===== config.mk =====
export PLATFORM = sky130hd
export DESIGN_NAME = ov7670_stream_tx_flat
export DESIGN_NICKNAME = d
export VERILOG_FILES = /design/src/rtl/cam_pkg.sv /design/src/rtl/ov7670_stream_tx_if.sv /design/src/rtl/ov7670_test_pattern.sv /design/src/rtl/ov7670_stream_tx.sv /design/src/flat_wrapper.sv
export SDC_FILE = /design/constraint.sdc
export NUM_CORES = 1
export LEC_CHECK = 0
export BUFFER_PORTS_ARGS = -buffer_cell sky130_fd_sc_hd__buf_2
export CORE_MARGIN = 1.5
export CORE_UTILIZATION = 30
export DETAILED_ROUTE_END_ITERATION = 6
export GPL_ROUTABILITY_DRIVEN = 0
export GPL_TIMING_DRIVEN = 0
export HOLD_SLACK_MARGIN = 0.15
export PLACE_DENSITY = 0.53
export SYNTH_ARGS = -nofsm -noshare
export SYNTH_HDL_FRONTEND = slang
export SYNTH_HIERARCHICAL = 1
export SYNTH_SLANG_ARGS = --single-unit

===== constraint.sdc =====
create_clock -name clk -period 7.5 [get_ports clk]
set_input_delay 1.5 -clock clk [delete_from_list [all_inputs] [get_ports clk]]
set_output_delay 1.5 -clock clk [all_outputs]
set_load 0.005 [all_outputs]

===== src/rtl/cam_pkg.sv =====
// cam_pkg: shared types and constants for the OV7670-style stream transmitter.
package cam_pkg;
  typedef logic [15:0] rgb565_t;
  typedef enum logic [2:0] {IDLE, VSYNC, VBP, ACTIVE, HBLANK, VFP} tx_state_e;
  typedef enum logic [1:0] {MODE_MEM, MODE_BARS, MODE_RAMP, MODE_RSVD} tx_mode_e;
  localparam logic [0:7][15:0] BAR_COLOR = {
    16'hFFFF, 16'hFFE0, 16'h07FF, 16'h07E0, 16'hF81F, 16'hF800, 16'h001F, 16'h0000
  };
endpackage


===== src/rtl/ov7670_stream_tx_if.sv =====
// ov7670_stream_tx_if: control, pixel-memory and camera-side signals of the transmitter.
interface ov7670_stream_tx_if #(parameter int ADDR_WIDTH = 15);
  logic                  en;
  logic [1:0]            mode;
  logic                  pix_rd;
  logic [ADDR_WIDTH-1:0] pix_addr;
  logic [15:0]           pix_data;
  logic                  cam_pclk;
  logic                  cam_vsync;
  logic                  cam_href;
  logic [7:0]            cam_data;
  logic                  busy;
  logic                  frame_done;
  modport master (
    input  en, mode, pix_data,
    output pix_rd, pix_addr, cam_pclk, cam_vsync, cam_href, cam_data, busy, frame_done
  );
  modport slave (
    output en, mode, pix_data,
    input  pix_rd, pix_addr, cam_pclk, cam_vsync, cam_href, cam_data, busy, frame_done
  );
endinterface


===== src/rtl/ov7670_test_pattern.sv =====
// ov7670_test_pattern: colour-bar / address-ramp pixel source, stepped once per pixel.
module ov7670_test_pattern
  import cam_pkg::*;
#(
  parameter int IMG_WIDTH  = 160,
  parameter int ADDR_WIDTH = 15
) (
  input  logic                  clk,
  input  logic                  reset,
  input  logic                  clr,
  input  logic                  adv,
  input  logic                  ramp,
  input  logic [ADDR_WIDTH-1:0] addr,
  output rgb565_t               pix
);
  localparam int BW = IMG_WIDTH / 8;
  localparam int CW = $clog2(IMG_WIDTH + 1);
  // Lines narrower than 8 px have no full bars, so every column is remainder.
  localparam logic [2:0] BAR0 = (BW == 0) ? 3'd7 : 3'd0;
  logic [2:0]    bar_q, bar_d;
  logic [CW-1:0] cnt_q, cnt_d;
  logic          bar_end;
  always_comb begin
    bar_end = cnt_q == CW'(BW - 1);
    bar_d   = adv ? ((bar_q == 3'd7 || !bar_end) ? bar_q : bar_q + 3'd1) : clr ? BAR0 : bar_q;
    cnt_d   = adv ? ((bar_q == 3'd7 || bar_end) ? '0 : cnt_q + 1'b1) : clr ? '0 : cnt_q;
    pix     = ramp ? 16'(addr) : BAR_COLOR[bar_q];
  end
  always_ff @(posedge clk or posedge reset) begin
    if (reset) begin
      bar_q <= BAR0;
      cnt_q <= '0;
    end else begin
      bar_q <= bar_d;
      cnt_q <= cnt_d;
    end
  end
endmodule


===== src/rtl/ov7670_stream_tx.sv =====
// ov7670_stream_tx: sensor-side OV7670 emulator producing pclk/vsync/href/data, RGB565 high byte first.
module ov7670_stream_tx
  import cam_pkg::*;
#(
  parameter int IMG_WIDTH    = 160,
  parameter int IMG_HEIGHT   = 120,
  parameter int ADDR_WIDTH   = $clog2(IMG_WIDTH * IMG_HEIGHT),
  parameter int HBLANK_BYTES = 144,
  parameter int VSYNC_LINES  = 3,
  parameter int VBP_LINES    = 17,
  parameter int VFP_LINES    = 10
) (
  input logic                clk,
  input logic                reset,
  ov7670_stream_tx_if.master bus
);
  localparam int ACT_SLOTS  = 2 * IMG_WIDTH;
  localparam int LINE_SLOTS = ACT_SLOTS + HBLANK_BYTES;
  localparam int SW         = $clog2(LINE_SLOTS);
  localparam int NPIX       = IMG_WIDTH * IMG_HEIGHT;
  tx_state_e             state_q, state_d;
  tx_mode_e              mode_q, mode_d;
  logic                  ph_q, ph_d, vsync_q, vsync_d, href_q, href_d;
  logic                  rd_q, rd_d, done_q, done_d;
  logic [SW-1:0]         slot_q, slot_d;
  logic [15:0]           line_q, line_d;
  logic [7:0]            data_q, data_d, lo_q, lo_d;
  logic [ADDR_WIDTH-1:0] addr_q, addr_d;
  logic                  tick, line_end, last_line, adv;
  rgb565_t               pat, src;
  ov7670_test_pattern #(.IMG_WIDTH(IMG_WIDTH), .ADDR_WIDTH(ADDR_WIDTH)) u_pat (
    .clk   (clk),
    .reset (reset),
    .clr   (state_q != ACTIVE),
    .adv   (adv),
    .ramp  (mode_q == MODE_RAMP),
    .addr  (addr_q),
    .pix   (pat)
  );
  // tick marks the ph 1->0 launch edge: every state and output change happens there.
  always_comb begin
    tick      = state_q != IDLE && ph_q;
    line_end  = slot_q == SW'(LINE_SLOTS - 1);
    last_line = line_q == 16'((state_q == VSYNC) ? VSYNC_LINES - 1 :
                              (state_q == VBP)   ? VBP_LINES - 1   :
                              (state_q == VFP)   ? VFP_LINES - 1   : IMG_HEIGHT - 1);
    ph_d      = state_q != IDLE && !ph_q;
    state_d   = state_q;
    mode_d    = mode_q;
    slot_d    = slot_q;
    line_d    = line_q;
    vsync_d   = vsync_q;
    href_d    = href_q;
    addr_d    = addr_q;
    done_d    = state_q == VFP && !ph_q && line_end && last_line;
    if (state_q == IDLE) begin
      if (bus.en) begin
        state_d = VSYNC;
        vsync_d = 1'b1;
        mode_d  = tx_mode_e'(bus.mode);
        slot_d  = '0;
        line_d  = '0;
        addr_d  = '0;
      end
    end else if (tick) begin
      slot_d = line_end ? '0 : slot_q + 1'b1;
      if (line_end) line_d = last_line ? '0 : line_q + 16'd1;
      case (state_q)
        VSYNC:  if (line_end && last_line) begin
                  state_d = VBP;
                  vsync_d = 1'b0;
                end
        VBP:    if (line_end && last_line) begin
                  state_d = ACTIVE;
                  href_d  = 1'b1;
                end
        ACTIVE: if (slot_q == SW'(ACT_SLOTS - 1)) begin
                  state_d = HBLANK;
                  href_d  = 1'b0;
                end
        HBLANK: if (line_end) begin
                  state_d = last_line ? VFP : ACTIVE;
                  href_d  = !last_line;
                end
        VFP:    if (line_end && last_line) begin
                  state_d = bus.en ? VSYNC : IDLE;
                  vsync_d = bus.en;
                  mode_d  = bus.en ? tx_mode_e'(bus.mode) : mode_q;
                  addr_d  = bus.en ? '0 : addr_q;
                end
        default: ;
      endcase
    end
    src    = (mode_q == MODE_MEM) ? bus.pix_data : pat;
    adv    = tick && state_d == ACTIVE && !slot_d[0];
    data_d = !tick ? data_q : adv ? src[15:8] : (state_d == ACTIVE) ? lo_q : 8'h00;
    lo_d   = adv ? src[7:0] : lo_q;
    if (adv) addr_d = (addr_q == ADDR_WIDTH'(NPIX - 1)) ? addr_q : addr_q + 1'b1;
    // Read one slot ahead of each high-byte slot so pix_data lands in that slot's ph=1 cycle.
    rd_d   = tick && mode_q == MODE_MEM &&
             ((state_d == ACTIVE && slot_d[0] && slot_d != SW'(ACT_SLOTS - 1)) ||
              (slot_d == SW'(LINE_SLOTS - 1) &&
               ((state_d == HBLANK && !last_line) || (state_d == VBP && last_line))));
  end
  always_ff @(posedge clk or posedge reset) begin
    if (reset) begin
      state_q <= IDLE;
      mode_q  <= MODE_MEM;
      ph_q    <= 1'b0;
      vsync_q <= 1'b0;
      href_q  <= 1'b0;
      rd_q    <= 1'b0;
      done_q  <= 1'b0;
      slot_q  <= '0;
      line_q  <= '0;
      data_q  <= '0;
      lo_q    <= '0;
      addr_q  <= '0;
    end else begin
      state_q <= state_d;
      mode_q  <= mode_d;
      ph_q    <= ph_d;
      vsync_q <= vsync_d;
      href_q  <= href_d;
      rd_q    <= rd_d;
      done_q  <= done_d;
      slot_q  <= slot_d;
      line_q  <= line_d;
      data_q  <= data_d;
      lo_q    <= lo_d;
      addr_q  <= addr_d;
    end
  end
  assign bus.cam_pclk   = ph_q;
  assign bus.cam_vsync  = vsync_q;
  assign bus.cam_href   = href_q;
  assign bus.cam_data   = data_q;
  assign bus.pix_rd     = rd_q;
  assign bus.pix_addr   = addr_q;
  assign bus.busy       = state_q != IDLE;
  assign bus.frame_done = done_q;
endmodule


===== src/flat_wrapper.sv =====
// flat-port wrapper written by rule: the top's interface ports become plain ports
module ov7670_stream_tx_flat import cam_pkg::*;
#(
  parameter int IMG_WIDTH    = 160,
  parameter int IMG_HEIGHT   = 120,
  parameter int ADDR_WIDTH   = $clog2(IMG_WIDTH * IMG_HEIGHT),
  parameter int HBLANK_BYTES = 144,
  parameter int VSYNC_LINES  = 3,
  parameter int VBP_LINES    = 17,
  parameter int VFP_LINES    = 10
)
  (clk, reset, bus_en, bus_mode, bus_pix_data, bus_pix_rd, bus_pix_addr, bus_cam_pclk, bus_cam_vsync, bus_cam_href, bus_cam_data, bus_busy, bus_frame_done);
  ov7670_stream_tx_if #(.ADDR_WIDTH(ADDR_WIDTH)) bus_i ();
  input logic clk;
  input logic reset;
  input wire logic [$bits(bus_i.en)-1:0] bus_en;
  input wire logic [$bits(bus_i.mode)-1:0] bus_mode;
  input wire logic [$bits(bus_i.pix_data)-1:0] bus_pix_data;
  output wire logic [$bits(bus_i.pix_rd)-1:0] bus_pix_rd;
  output wire logic [$bits(bus_i.pix_addr)-1:0] bus_pix_addr;
  output wire logic [$bits(bus_i.cam_pclk)-1:0] bus_cam_pclk;
  output wire logic [$bits(bus_i.cam_vsync)-1:0] bus_cam_vsync;
  output wire logic [$bits(bus_i.cam_href)-1:0] bus_cam_href;
  output wire logic [$bits(bus_i.cam_data)-1:0] bus_cam_data;
  output wire logic [$bits(bus_i.busy)-1:0] bus_busy;
  output wire logic [$bits(bus_i.frame_done)-1:0] bus_frame_done;
  assign bus_i.en = bus_en;
  assign bus_i.mode = bus_mode;
  assign bus_i.pix_data = bus_pix_data;
  assign bus_pix_rd = bus_i.pix_rd;
  assign bus_pix_addr = bus_i.pix_addr;
  assign bus_cam_pclk = bus_i.cam_pclk;
  assign bus_cam_vsync = bus_i.cam_vsync;
  assign bus_cam_href = bus_i.cam_href;
  assign bus_cam_data = bus_i.cam_data;
  assign bus_busy = bus_i.busy;
  assign bus_frame_done = bus_i.frame_done;
  ov7670_stream_tx #(.IMG_WIDTH(IMG_WIDTH), .IMG_HEIGHT(IMG_HEIGHT), .ADDR_WIDTH(ADDR_WIDTH), .HBLANK_BYTES(HBLANK_BYTES), .VSYNC_LINES(VSYNC_LINES), .VBP_LINES(VBP_LINES), .VFP_LINES(VFP_LINES)) u_core (.clk(clk), .reset(reset), .bus(bus_i));
endmodule

==> flow_summary.ini, run 1 <==
[clocking]
clockBufferDepth = 2
clock_latency_ns = 0.34
numCtsBuffers = 9
ctsHoldBuffers = 0
post-cts-setup-buffers = 0
h-tree-depth = 3
root_buffer = clkbuf_16
path_clk_slew_ns = 0.06
ctsResizeCount = 0
cts_sinks = 77
cts_tree = yes

[drt]
drc_errors = 0
met2WireLength_mm = 6.09
dr.pass1.iters = 4
met1_length_mm = 6.11
top_layer = met4
num_vias = 4352
first_iter_violations = 272
drt-total-wl_mm = 13.0
wire_per_inst_um = 16.0
vias_per_cell = 5.37
dr_wl_met3_um = 619
antenna_left = 0

[status]
status = finished, final reports clean

[sta]
fmax_mhz = 270
max_slew_margin_pct = 35.3
drv_slew = 0
fin_crit_sh_pct = 49.3
setup_tns_ns = 0
rsz0062_at_grt = no
finalHoldViolations = 0
finalSetupViolations = 0
clock-skew-final_ns = 0.0107
period_minus_slack_ns = 3.70
tightest_slew_ns = 0.966

[finish]
fillCellCount = 1666
drive_gt1_share_pct = 19.0
diodes = 0
multi_input_area_mm2 = 0.00267
final_nets = 618
seqCellArea_mm2 = 0.00193
synthToLayoutAreaGrowth_pct = 16.9

[global_route]
overflow = 0
grt_pass1_vias = 4168
grt_antenna_before_repair = 0
grt_max_degree = 67
grt.total_usage_pct = 16.3
grt_pass1_wl_mm = 21.5

[die]
dieArea_mm2 = 0.0169
fp-row-count = 46
die_h_um = 130
io-pin-count = 50
die_w_um = 130
core_area_mm2 = 0.0158
initial_core_util_pct = 30.6

[placement]
hpwlAfterDp_mm = 9.39
numPortBuffers = 49

[yosys]
ys_types = 81
synth_edf_count = 0
netlist_area_mm2 = 0.00484
synth_fp_nets = 558
ys_warn_count = 6
synth.yosys.seq_area_share_pct = 39.8
async_flop_share_pct = 100
syn-mean-instance-area_um2 = 9.13
syn_inst = 530
synth-main-ff-cell = dfrtp_1
ys_seq_elements = 77

[flow_run]
maxCapViolCount = 0

[critical_path]
critPathLaunch = bus_en
endpoint_kind = flop
reg2reg_from = u_core/slot_q[0]$_DFF_PP0_
critPathArrivalTime_ns = 3.95
crit_required_ns = 7.75
cp-start-kind = input pin
path_max_fanout = 10
critPathKind = input pin to flop

[power]
peakVddDrop_v = 0.000111
power.density_mw_per_mm2 = 244
cellLeakagePower_nw = 2.45
report.power.total_w = 0.00138

[min_path]
hp-start = u_core/lo_q[5]$_DFFE_PP0P_
min_path_type = flop to flop
-- where the power goes --
| part | switching [W] | internal, W |
|---|---|---|
| clock network | 0.000179 | 0.000266 |
| logic | 0.000257 | 0.000160 |
| registers | 0.0000614 | 0.000457 |
-- routing by layer --
layer	vias up	global-route usage (%)
met1	2133	22.1
met4	0	5.95
met5	-	0
met2	112	25.9
li1	2094	-
met3	13	3.36
-- cell type report --
type                            instances  area share (%)
Clock buffer                           10            4.23
Sequential cell                        77            34.1
Buffer                                 23            2.15
Clock inverter                          6            1.08
Timing Repair Buffer                   49            4.34
Tap cell                              216            4.78
Multi-Input combinational cell        399            47.3
Inverter                               31            2.10
-- cell families (layout without fill, tap and decap cells) --
logic type	Yosys count	count (layout)	share of synthesized area [%]
fa+ha+maj	7	7	1.81
xor+xnor	11	11	1.99
flops	77	77	39.8
mux	26	26	5.43
buf+inv	54	119	4.91
simple gates	207	207	23.3
compound gates	148	148	22.7
-- synthesized netlist by cell type (5+ instances only) --
cell | number | area share (%)
nand2b_1 | 8 | 1.0
nor3_1 | 12 | 1.2
a31oi_1 | 11 | 1.4
mux2i_1 | 24 | 5.0
and3_1 | 12 | 1.6
nand3_1 | 26 | 2.7
nand4_1 | 14 | 1.8
and2_1 | 5 | 0.65
a21oi_1 | 18 | 1.9
nor2_1 | 31 | 2.4
o31ai_1 | 5 | 0.78
o211ai_1 | 9 | 1.4
nand2_1 | 56 | 4.3
or3_1 | 5 | 0.65
dfrtp_1 | 77 | 40
inv_1 | 28 | 2.2
o221ai_2 | 8 | 2.5
o21ai_1 | 13 | 1.3
a21o_1 | 15 | 2.3
buf_2 | 7 | 0.72
clkbuf_1 | 10 | 0.78
o21ai_0 | 21 | 2.2
xor2_1 | 10 | 1.8
nor2b_1 | 7 | 0.91
ha_1 | 7 | 1.8
-- per-stage QoR --
| step | area [um^2] | std cells | utilization, % | hold slack, ns | worst slack [ns] |
|---|---|---|---|---|---|
| 2_1_floorplan | 4840 | 530 | - | 0.450 | 4.13 |
| 3_3_place_gp | 5350 | 795 | 33.8 | 0.468 | 3.38 |
| 3_5_place_dp | 5360 | 795 | 33.8 | 0.466 | 3.49 |
| 4_1_cts | 5660 | 811 | 35.7 | 0.486 | 3.83 |
| 5_1_grt | 5660 | 811 | 35.7 | 0.493 | 3.52 |
| 6_report | 5660 | 811 | 35.7 | 0.485 | 3.80 |
-- placed cells by master (no fill, tap or decap), types with 15 or more instances in the layout --
| master | synthesis | layout |
|---|---|---|
| nand2_1 | 56 | 56 |
| nand3_1 | 26 | 26 |
| dfrtp_1 | 77 | 77 |
| buf_2 | 7 | 56 |
| mux2i_1 | 24 | 24 |
| nor2_1 | 31 | 31 |
| a21o_1 | 15 | 15 |
| inv_1 | 28 | 27 |
| a21oi_1 | 18 | 18 |
| o21ai_0 | 21 | 21 |
-- final timing paths --
path | end | slack (ns) | cells after the start
min in group asynchronous | u_core/u_pat/cnt_q[0]$_DFFE_PP0P_ | 1.19 | 2
setup reg to reg | u_core/u_pat/cnt_q[7]$_DFFE_PP0P_ | 3.98 | 12
max in group asynchronous | u_core/slot_q[4]$_DFF_PP0_ | 5.60 | 2
hold reg to reg | u_core/lo_q[5]$_DFFE_PP0P_ | 0.49 | 2
setup / recovery | u_core/u_pat/cnt_q[7]$_DFFE_PP0P_ | 3.80 | 11
hold / removal | u_core/lo_q[5]$_DFFE_PP0P_ | 0.49 | 2
-- registers in the layout, summed over array words and instances, names as in the netlist, 2 cells and up --
| signal | flops |
|---|---|
| u_core/mode_q | 2 |
| u_core/state_q | 3 |
| u_core/u_pat/bar_q | 3 |
| u_core/slot_q | 9 |
| u_core/lo_q | 8 |
| u_core/line_q | 16 |
| u_core/bus.cam_data | 8 |
| u_core/bus.pix_addr | 15 |
| u_core/u_pat/cnt_q | 8 |
-- worst max-delay path, cell delays in order --
cell      delay, ns
buf_2          0.13
o21ai_0        0.14
a21boi_0       0.10
a2111o_1       0.36
a41oi_1        0.23
nand2_1        0.19
nand2_2        0.23
inv_2          0.14
nor2_1         0.45
o2bb2a_1       0.29
a22oi_1        0.18
(Power assumes the default switching activity.)
==> run 2: changes to the inputs <==
==> constraint.sdc (replaced) <==
create_clock -name clk -period 3.6 [get_ports clk]
set_input_delay 0.72 -clock clk [delete_from_list [all_inputs] [get_ports clk]]
set_output_delay 0.72 -clock clk [all_outputs]
set_load 0.005 [all_outputs]
==> run 2 against run 1 <==
  * Combinational power grew 110%
  * Worst hold slack worse by 0.086 ns
  * Design area up 0.13%
  * Non-clock buffer count is the same
  * Global-route usage did not move
  * Flip-flop and latch count unchanged
  * Die area unchanged
  * Sequential power is 110% higher
  * Largest cell class unchanged
==> flow_summary.ini, run 2 (synthesized netlist as in run 1, its figures left out) <==
[critical_path]
critPathKind = flop to flop
endpoint_kind = flop
cp-start-kind = flop
cpMaxStageDelayCell = or4_1
crit_required_ns = 3.88
critPathMaxStageDelay_ns = 0.49
crit_chain = ha_1 -> and4_1 -> buf_2 -> nand2_1 -> nor2_1 -> o211ai_2 -> a21oi_2 -> nand2_2 -> inv_2 -> nand2b_1 -> or4_1 -> nand3_1
path_max_fanout = 10
critPathArrivalTime_ns = 3.58

[sta]
max_slew_margin_pct = 38.0
fmax_mhz = 303
finalHoldViolations = 0
finalSetupViolations = 0
drv_slew = 0
tightest_slew_ns = 0.927
setup_tns_ns = 0
fin_crit_sh_pct = 91.5
rsz0062_at_grt = no
period_minus_slack_ns = 3.30
clock-skew-final_ns = 0.0126

[power]
peakVddDrop_v = 0.000231
power.density_mw_per_mm2 = 509
cellLeakagePower_nw = 2.45

[drt]
drt-total-wl_mm = 13.1
drc_errors = 0
first_iter_violations = 243
vias_per_cell = 5.41
wire_per_inst_um = 16.2
antenna_left = 0
dr.pass1.iters = 5
num_vias = 4391

[die]
dieArea_mm2 = 0.0169
io-pin-count = 50
core_area_mm2 = 0.0158
die_w_um = 130
initial_core_util_pct = 30.6
fp-row-count = 46
die_h_um = 130

[placement]
numPortBuffers = 49
hpwlAfterDp_mm = 9.39

[clocking]
clockBufferDepth = 2
root_buffer = clkbuf_16
post-cts-setup-buffers = 0
ctsHoldBuffers = 0
clock_latency_ns = 0.35
h-tree-depth = 3
cts_sinks = 77
cts_tree = yes
path_clk_slew_ns = 0.06
numCtsBuffers = 9

[finish]
largest_reg_flops = 16
synthToLayoutAreaGrowth_pct = 17.1
fillCellCount = 1665
final_common_cell = dfrtp_1
multi_input_area_mm2 = 0.00268
drive_gt1_share_pct = 19.2
seqCellArea_mm2 = 0.00193
fin_util_pct = 35.8
final_nets = 618
diodes = 0
max_flop_register = u_core/line_q
final_cell_mix = 77 x dfrtp_1, 56 x buf_2, 56 x nand2_1, 30 x nor2_1, 27 x inv_1

[global_route]
grt.total_usage_pct = 16.3
grt_max_degree = 67
grt_pass1_vias = 4168
grt_antenna_before_repair = 0
overflow = 0
grt_pass1_wl_mm = 21.5

[status]
status = finished, final reports clean

[min_path]
min_path_type = input pin to asynchronous set/reset pin

[flow_run]
maxCapViolCount = 0
run 2: cell types whose count changed in the layout (fill, tap and decap cells not counted):
| cell | previous run | this run |
|---|---|---|
| nor2_1 | 31 | 30 |
| nor2_4 | 0 | 1 |
run 2: worst paths after layout:
check / cells after the start / startpoint / slack (ns) / endpoint
worst max-delay path: 12 / u_core/slot_q[0]$_DFF_PP0_ / 0.30 / u_core/u_pat/cnt_q[5]$_DFFE_PP0P_
worst min-delay path: 2 / reset / 0.40 / u_core/u_pat/cnt_q[0]$_DFFE_PP0P_
worst max register to register: 12 / u_core/slot_q[0]$_DFF_PP0_ / 0.30 / u_core/u_pat/cnt_q[5]$_DFFE_PP0P_
worst min register to register: 2 / u_core/lo_q[5]$_DFFE_PP0P_ / 0.48 / u_core/lo_q[5]$_DFFE_PP0P_
max in group asynchronous: 2 / reset / 2.48 / u_core/slot_q[4]$_DFF_PP0_
min in group clk: 2 / u_core/lo_q[5]$_DFFE_PP0P_ / 0.48 / u_core/lo_q[5]$_DFFE_PP0P_
run 2: where the power goes:
part / leakage, nW / switching, W / internal (W) / total (W)
Clock: 0.149 / 0.000378 / 0.000554 / 0.000932
Sequential: 1.04 / 0.000129 / 0.000952 / 0.00108
Combinational: 1.26 / 0.000537 / 0.000333 / 0.000870
Total: 2.45 / 0.00104 / 0.00184 / 0.00288
run 2: metal layers:
layer  vias up  track usage (%)  part of all wire, %
li1       2096                -                    -
met1      2159             22.1                   48
met2       121             25.9                   47
met3        15             3.36                  4.5
met4         0             5.95                  1.4
met5         -                0                    0
run 2: cell type report:
| type | count | area share (%) |
|---|---|---|
| sequential | 77 | 34.0 |
| multi-input combinational | 399 | 47.3 |
| inverter | 31 | 2.10 |
| buffer | 23 | 2.14 |
| clock inverter | 6 | 1.08 |
| timing repair buffer | 49 | 4.33 |
| tap | 216 | 4.77 |
| clock buffer | 10 | 4.22 |
run 2: stage by stage:
| step | instance area (um^2) | worst slack [ns] | hold slack (ns) | instances | power, W |
|---|---|---|---|---|---|
| 2_1_floorplan | 4840 | 0.711 | 0.450 | 530 | 0.00168 |
| 5_1_grt | 5660 | 0.0325 | 0.436 | 811 | 0.00305 |
| 6_report | 5660 | 0.304 | 0.399 | 811 | 0.00288 |
| 4_1_cts | 5660 | 0.0987 | 0.406 | 811 | 0.00291 |
| 3_5_place_dp | 5360 | 0.117 | 0.466 | 795 | 0.00196 |
| 3_3_place_gp | 5350 | 0.210 | 0.468 | 795 | 0.00195 |
run 2: worst max-delay path: cells and delay by family, from the launching register on:
family          cells  cell delay [ns]
simple gates        7             1.69
compound gates      2             0.47
flops               1             0.42
buf+inv             2             0.39
fa+ha+maj           1             0.26
run 2: repair_timing:
item / 4_1_cts / 5_1_grt
endpoints found under the hold margin: 0 / 0
resized for setup: 0 / 2
endpoints found under the setup margin: 0 / 1
